$ cat src/rtl/cvxif_clmul_unit.sv
// Iterative carry-less multiplier (clmul / clmulh / clmulr) behind a CV-X-IF issue port.
// Consumes BitsPerCycle bits of rs2 per BUSY cycle and returns one result per accepted issue.
module cvxif_clmul_unit #(
    parameter int XLEN         = 32,
    parameter int IdWidth      = 4,
    parameter int BitsPerCycle = 4
) (
    input  logic               clk_i,
    input  logic               rst_ni,
    input  logic               flush_i,
    input  logic               issue_valid_i,
    output logic               issue_ready_o,
    input  logic [IdWidth-1:0] issue_id_i,
    input  logic [1:0]         issue_op_i,
    input  logic [4:0]         issue_rd_i,
    input  logic [XLEN-1:0]    rs1_i,
    input  logic [XLEN-1:0]    rs2_i,
    output logic               result_valid_o,
    input  logic               result_ready_i,
    output logic [IdWidth-1:0] result_id_o,
    output logic [4:0]         result_rd_o,
    output logic               result_we_o,
    output logic [XLEN-1:0]    result_data_o
);

    localparam int N     = XLEN / BitsPerCycle;
    localparam int StepW = (N > 1) ? $clog2(N) : 1;

    typedef enum logic [1:0] {IDLE, BUSY, DONE} state_t;
    typedef enum logic [1:0] {
        OP_CLMUL   = 2'b00,
        OP_CLMULH  = 2'b01,
        OP_CLMULR  = 2'b10,
        OP_ILLEGAL = 2'b11
    } op_t;

    state_t              state, state_next;
    op_t                 op;
    logic [IdWidth-1:0]  id;
    logic [4:0]          rd;
    logic [2*XLEN-1:0]   a_shift;
    logic [2*XLEN-1:0]   acc;
    logic [2*XLEN-1:0]   acc_next;
    logic [XLEN-1:0]     b_shift;
    logic [StepW-1:0]    step;
    logic [XLEN-1:0]     result_sel;
    logic                accept;
    logic                last_step;

    assign issue_ready_o = (state == IDLE) && !flush_i;
    assign accept        = issue_valid_i && issue_ready_o;
    assign last_step     = (step == StepW'(N - 1));

    // a_shift already carries the step*BitsPerCycle offset, so only the k offset is applied here.
    always_comb begin
        // NOTE: every always_comb output gets a default first so no path can infer a latch;
        // blocking '=' is correct here because acc_next is built up sequentially within the loop.
        acc_next = acc;
        for (int k = 0; k < BitsPerCycle; k++) begin
            if (b_shift[k]) begin
                acc_next = acc_next ^ (a_shift << k);
            end
        end
    end

    always_comb begin
        result_sel = '0;
        case (op)
            OP_CLMUL:  result_sel = acc_next[XLEN-1:0];
            OP_CLMULH: result_sel = acc_next[2*XLEN-1:XLEN];
            OP_CLMULR: result_sel = acc_next[2*XLEN-2:XLEN-1];
            default:   result_sel = '0;
        endcase
    end

    always_comb begin
        state_next = state;
        case (state)
            IDLE: begin
                if (accept) begin
                    state_next = (op_t'(issue_op_i) == OP_ILLEGAL) ? DONE : BUSY;
                end
            end
            BUSY:    if (last_step) state_next = DONE;
            DONE:    if (result_ready_i) state_next = IDLE;
            default: state_next = IDLE;
        endcase
        if (flush_i) begin
            state_next = IDLE;
        end
    end

    // NOTE: sequential state uses non-blocking '<=' so every register samples pre-edge values.
    always_ff @(posedge clk_i or negedge rst_ni) begin
        if (!rst_ni) begin
            state <= IDLE;
        end else begin
            state <= state_next;
        end
    end

    always_ff @(posedge clk_i or negedge rst_ni) begin
        if (!rst_ni) begin
            op             <= OP_CLMUL;
            id             <= '0;
            rd             <= '0;
            a_shift        <= '0;
            b_shift        <= '0;
            acc            <= '0;
            step           <= '0;
            result_valid_o <= 1'b0;
            result_we_o    <= 1'b0;
            result_id_o    <= '0;
            result_rd_o    <= '0;
            result_data_o  <= '0;
        end else begin
            case (state)
                IDLE: begin
                    if (accept) begin
                        op      <= op_t'(issue_op_i);
                        id      <= issue_id_i;
                        rd      <= issue_rd_i;
                        a_shift <= {{XLEN{1'b0}}, rs1_i};
                        b_shift <= rs2_i;
                        acc     <= '0;
                        step    <= '0;
                        if (op_t'(issue_op_i) == OP_ILLEGAL) begin
                            result_valid_o <= 1'b1;
                            result_we_o    <= 1'b0;
                            result_data_o  <= '0;
                            result_id_o    <= issue_id_i;
                            result_rd_o    <= issue_rd_i;
                        end
                    end
                end
                BUSY: begin
                    acc     <= acc_next;
                    a_shift <= a_shift << BitsPerCycle;
                    b_shift <= b_shift >> BitsPerCycle;
                    step    <= step + 1'b1;
                    if (last_step) begin
                        result_valid_o <= 1'b1;
                        result_we_o    <= 1'b1;
                        result_data_o  <= result_sel;
                        result_id_o    <= id;
                        result_rd_o    <= rd;
                    end
                end
                DONE: begin
                    if (result_ready_i) begin
                        result_valid_o <= 1'b0;
                        result_data_o  <= '0;
                    end
                end
                default: ;
            endcase
            // Flush discards whatever is pending, including a result completing this cycle.
            if (flush_i) begin
                result_valid_o <= 1'b0;
                result_data_o  <= '0;
            end
        end
    end

endmodule

$ cat config.mk
export PLATFORM = sky130hd
export DESIGN_NAME = cvxif_clmul_unit
export DESIGN_NICKNAME = d
export VERILOG_FILES = /design/src/rtl/cvxif_clmul_unit.sv
export SDC_FILE = /design/constraint.sdc
export NUM_CORES = 1
export LEC_CHECK = 0
export CAP_MARGIN = 20
export CORE_MARGIN = 2
export CORE_UTILIZATION = 45
export CTS_BUF_LIST = sky130_fd_sc_hd__clkbuf_4
export CTS_CLUSTER_DIAMETER = 40
export CTS_CLUSTER_SIZE = 28
export DETAILED_ROUTE_END_ITERATION = 6
export PLACE_DENSITY = 0.68
export SLEW_MARGIN = 30
export SYNTH_ARGS = -nofsm -noshare
export SYNTH_HDL_FRONTEND = slang
export SYNTH_SLANG_ARGS = --single-unit
$ cat constraint.sdc
create_clock -name clk_i -period 2.4 [get_ports clk_i]
set_clock_uncertainty 0.2 [all_clocks]
set_input_delay 0.72 -clock clk_i [delete_from_list [all_inputs] [get_ports clk_i]]
set_output_delay 0.72 -clock clk_i [all_outputs]
set_load 0.005 [all_outputs]
==> metrics.txt <==
# TYPE chip_impl_metric gauge
chip_impl_metric{name="die_x",unit="um"} 172.2
chip_impl_metric{name="wire_length_on_met1",unit="um"} 15030
chip_impl_metric{name="finalCritPeriodShare",unit="%"} 103.4
chip_impl_metric{name="initial_standard_cell_utilization_of_the_core",unit="%"} 45.70
chip_impl_metric{name="fin_worst_hold_slack",unit="ns"} 0.2847
chip_impl_info{name="most_common_library_cell_in_the_layout_ignoring_fill_and_taps",value="sky130_fd_sc_hd__nand2_1"} 1
chip_impl_metric{name="synthCells",unit=""} 1285
chip_impl_info{name="holdCritPathClass",value="reg -> reg"} 1
chip_impl_metric{name="fmax",unit="MHz"} 403.1
chip_impl_metric{name="dpl-instance-area",unit="mm^2"} 0.01481
chip_impl_info{name="worst-setup-path-type",value="reg -> out"} 1
chip_impl_metric{name="placeableCoreArea",unit="mm^2"} 0.02786
chip_impl_metric{name="global_route.overflow_total",unit=""} 0
chip_impl_metric{name="final_max_slew_viol_count",unit=""} 0
chip_impl_metric{name="die_footprint",unit="mm^2"} 0.02965
chip_impl_metric{name="cts_num_sinks",unit=""} 219
chip_impl_metric{name="port_buffers",unit=""} 123
chip_impl_metric{name="crit_fanout",unit=""} 5
chip_impl_info{name="dr.max_layer_used",value="met4"} 1
chip_impl_metric{name="grt_first_pass_wirelength",unit="um"} 53640
chip_impl_metric{name="final_period_minus_worst_setup_slack",unit="ns"} 2.481
chip_impl_metric{name="wl_met3",unit="um"} 2376
chip_impl_metric{name="detailed_place_hpwl",unit="um"} 22250
chip_impl_metric{name="number_of_warning_messages_in_the_yosys_log",unit=""} 0
chip_impl_metric{name="cts_made_buffers",unit=""} 37
chip_impl_info{name="clock_tree.root_cell",value="sky130_fd_sc_hd__clkbuf_4"} 1
chip_impl_metric{name="via_count_of_the_first_global_routing_pass",unit=""} 10217
chip_impl_info{name="failing_checks",value="negative setup slack"} 1
chip_impl_metric{name="synthToLayoutAreaGrowth",unit="%"} 23.16
chip_impl_metric{name="row_count",unit=""} 61
chip_impl_metric{name="required",unit="ns"} 1.48
chip_impl_metric{name="multi_input_comb_area",unit="mm^2"} 0.006940
chip_impl_metric{name="synth-seq-cells",unit=""} 219
chip_impl_metric{name="final_design_instance_area_without_fill",unit="mm^2"} 0.01568
chip_impl_metric{name="vias_per_cell",unit=""} 5.418
chip_impl_info{name="rsz0062_at_grt",value="yes"} 1
chip_impl_metric{name="worst_setup_hold_path_clk_slew",unit="ns"} 0.10
chip_impl_metric{name="synth_seq_area_share",unit="%"} 43.04
chip_impl_metric{name="relSlewSlack",unit="%"} 66.06
chip_impl_metric{name="finalWeightedCongestion",unit=""} 0.8467
chip_impl_metric{name="gr-usage-all-layers",unit="%"} 22.94
chip_impl_metric{name="antenna_found_initial",unit=""} 1
chip_impl_metric{name="ioPinCount",unit=""} 124
chip_impl_metric{name="ant_nets",unit=""} 0
chip_impl_metric{name="dr.pass1.iters",unit=""} 5
chip_impl_metric{name="fill_cells",unit=""} 2489
chip_impl_metric{name="routed_wl_met2",unit="um"} 14510
chip_impl_metric{name="finalNetCount",unit=""} 1529
chip_impl_metric{name="dp_slack",unit="ns"} -0.5081
chip_impl_metric{name="finalHoldViolations",unit=""} 0
chip_impl_metric{name="setup_viol",unit=""} 17
chip_impl_metric{name="synth.distinct_cells",unit=""} 38
chip_impl_metric{name="power_per_cell_area",unit="mW/mm^2"} 1135
chip_impl_info{name="cts_tree",value="yes"} 1
chip_impl_info{name="timing.critical_path.from_type",value="flip-flop"} 1
chip_impl_metric{name="worstPathArrival",unit="ns"} 1.56
chip_impl_metric{name="drc_marker_count_from_the_first_detailed_route_iteration",unit=""} 615
chip_impl_metric{name="grt_start_max_net_pins",unit=""} 70
chip_impl_metric{name="postSynthNetCount",unit=""} 1370
chip_impl_metric{name="routed_wire_length_per_instance",unit="um"} 17.86
chip_impl_metric{name="tightestPinTransition",unit="ns"} 0.5091
chip_impl_metric{name="netlist_area_before_placement",unit="mm^2"} 0.01273
chip_impl_metric{name="seqCellArea",unit="mm^2"} 0.005485
chip_impl_info{name="final_cell_mix",value="sky130_fd_sc_hd__nand2_1 (401), sky130_fd_sc_hd__dfrtp_1 (215), sky130_fd_sc_hd__xnor2_1 (90)"} 1
chip_impl_info{name="run_status",value="finished, violations left"} 1
chip_impl_metric{name="htree_levels",unit=""} 2
chip_impl_metric{name="total_power",unit="W"} 0.01780
chip_impl_metric{name="die_h",unit="um"} 172.2
chip_impl_metric{name="vias",unit=""} 10024
chip_impl_info{name="critPathCaptureType",value="primary output"} 1
chip_impl_metric{name="drt_drc_violations_left",unit=""} 0
chip_impl_metric{name="setup_slack",unit="ns"} -0.08107
chip_impl_metric{name="final_layout_size_suffix_gt1_share",unit="%"} 11.83
chip_impl_metric{name="maximum_vdd_drop",unit="V"} 0.0005398
chip_impl_metric{name="avgSynthCellArea",unit="um^2"} 9.908
chip_impl_metric{name="drt-total-wl",unit="um"} 33040
chip_impl_metric{name="clk-insertion-delay-late",unit="ns"} 0.66
chip_impl_metric{name="maxCapViolCount",unit=""} 0
chip_impl_metric{name="leakage",unit="nW"} 7.354
chip_impl_metric{name="cts-root-to-sink-buffers",unit=""} 3
==> state kept, by name, indices dropped and copies added, names as in the netlist <==
| name | count |
|---|---|
| a_shift | 64 |
| acc | 64 |
| b_shift | 32 |
| id | 4 |
| op | 2 |
| rd | 5 |
| result_data_o | 32 |
| result_id_o | 4 |
| result_rd_o | 5 |
| result_valid_o | 1 |
| result_we_o | 1 |
| state | 2 |
| step | 3 |
==> per-layer routing <==
layer / track usage [%] / vias to the layer above
li1: - / 4717
met1: 31.72 / 4926
met2: 35.20 / 316
met3: 5.722 / 65
met4: 8.148 / 0
met5: 0 / -
==> worst paths after layout <==
| kind | from | end | slack, ns | cells past startpoint |
|---|---|---|---|---|
| setup reg to reg | state[0]$_DFFE_PN0P_ | result_data_o[6]$_DFFE_PN0P_ | -0.07 | 10 |
| max in group asynchronous | rst_ni | b_shift[1]$_DFFE_PN0P_ | 0.95 | 3 |
| hold reg to reg | b_shift[4]$_DFFE_PN0P_ | b_shift[4]$_DFFE_PN0P_ | 0.28 | 2 |
| setup / recovery | state[0]$_DFFE_PN0P_ | issue_ready_o | -0.08 | 4 |
| hold / removal | b_shift[4]$_DFFE_PN0P_ | b_shift[4]$_DFFE_PN0P_ | 0.28 | 2 |
| min in group asynchronous | rst_ni | a_shift[56]$_DFFE_PN0P_ | 0.33 | 2 |
==> Yosys cell counts <==
library cell	instances	area, um^2
sky130_fd_sc_hd__clkbuf_1	40	150.1
sky130_fd_sc_hd__a2bb2oi_1	24	210.2
sky130_fd_sc_hd__o21ai_1	23	115.1
sky130_fd_sc_hd__nor2_1	20	75.07
sky130_fd_sc_hd__nor4_1	1	6.260
sky130_fd_sc_hd__ha_1	5	62.56
sky130_fd_sc_hd__buf_1	12	45.04
sky130_fd_sc_hd__a32oi_1	6	52.55
sky130_fd_sc_hd__a21oi_1	12	60.06
sky130_fd_sc_hd__nand2_1	401	1505
sky130_fd_sc_hd__nand3_1	3	15.01
sky130_fd_sc_hd__o21a_1	1	7.510
sky130_fd_sc_hd__inv_1	4	15.01
sky130_fd_sc_hd__a221oi_1	1	8.760
sky130_fd_sc_hd__and2_1	1	6.260
sky130_fd_sc_hd__mux2i_1	65	650.6
sky130_fd_sc_hd__buf_2	38	190.2
sky130_fd_sc_hd__xnor3_1	62	1396
sky130_fd_sc_hd__a22o_1	76	665.6
sky130_fd_sc_hd__nor2b_1	5	31.28
sky130_fd_sc_hd__nand2b_1	2	12.51
sky130_fd_sc_hd__and3b_1	1	8.760
sky130_fd_sc_hd__a2111oi_4	1	27.53
sky130_fd_sc_hd__o21ai_0	73	365.4
sky130_fd_sc_hd__o22a_1	5	43.79
sky130_fd_sc_hd__nand4b_4	1	23.77
sky130_fd_sc_hd__xor2_1	36	315.3
sky130_fd_sc_hd__and3_1	1	6.260
sky130_fd_sc_hd__clkbuf_2	1	5.000
sky130_fd_sc_hd__and4b_1	1	10.01
sky130_fd_sc_hd__o31ai_1	1	7.510
sky130_fd_sc_hd__buf_6	1	11.26
sky130_fd_sc_hd__nor3_1	2	10.01
sky130_fd_sc_hd__or3_1	23	143.9
sky130_fd_sc_hd__o311ai_1	1	8.760
sky130_fd_sc_hd__xnor2_1	90	788.3
sky130_fd_sc_hd__o211ai_1	26	195.2
sky130_fd_sc_hd__dfrtp_1	219	5480
==> cell type report <==
type,count,area share [%]
multi-input combinational,970,44.26
inverter,4,0.09575
tap,378,3.016
clock inverter,25,1.723
clock buffer,41,1.963
timing repair buffer,212,13.95
antenna,1,0.01596
sequential,219,34.98
==> worst max-delay path: stages (launching register included) <==
cell	delay, ns
sky130_fd_sc_hd__dfrtp_1	0.41
sky130_fd_sc_hd__inv_2	0.09
sky130_fd_sc_hd__ha_4	0.16
sky130_fd_sc_hd__nor2b_4	0.15
sky130_fd_sc_hd__buf_2	0.11
==> logic make-up after synthesis <==
family	synth area share, %
buffers and inverters	3.272
adders and majority gates	0.4914
and+or+nand+nor	14.56
DFF	43.04
AOI/OAI and AO/OA	13.89
xor gates and xnor gates	19.63
muxes	5.110
==> metrics by stage <==
stage	setup TNS (ns)	utilization, %	std cells
floorplan	0	-	1285
global placement	-37.54	53.18	1760
detailed placement	-44.14	53.18	1760
CTS	-2.651	56.20	1849
global route	-2.049	56.29	1850
finish	-0.7059	56.29	1850
==> power by group <==
| group | total, W | switching (W) | internal [W] |
|---|---|---|---|
| registers | 0.00588 | 0.00113 | 0.00474 |
| clock network | 0.00297 | 0.00154 | 0.00143 |
| logic | 0.00895 | 0.00474 | 0.00421 |
==> repair_timing <==
item / in CTS / in global routing
hold buffers: 1 / 0
cloned: 4 / 0
buffers inserted: 20 / 6
endpoints found under the setup margin: 74 / 35
hold endpoints to repair: 32 / 0
resized for setup: 70 / 14
pin swaps: 23 / 40
(Power assumes the default switching activity.)
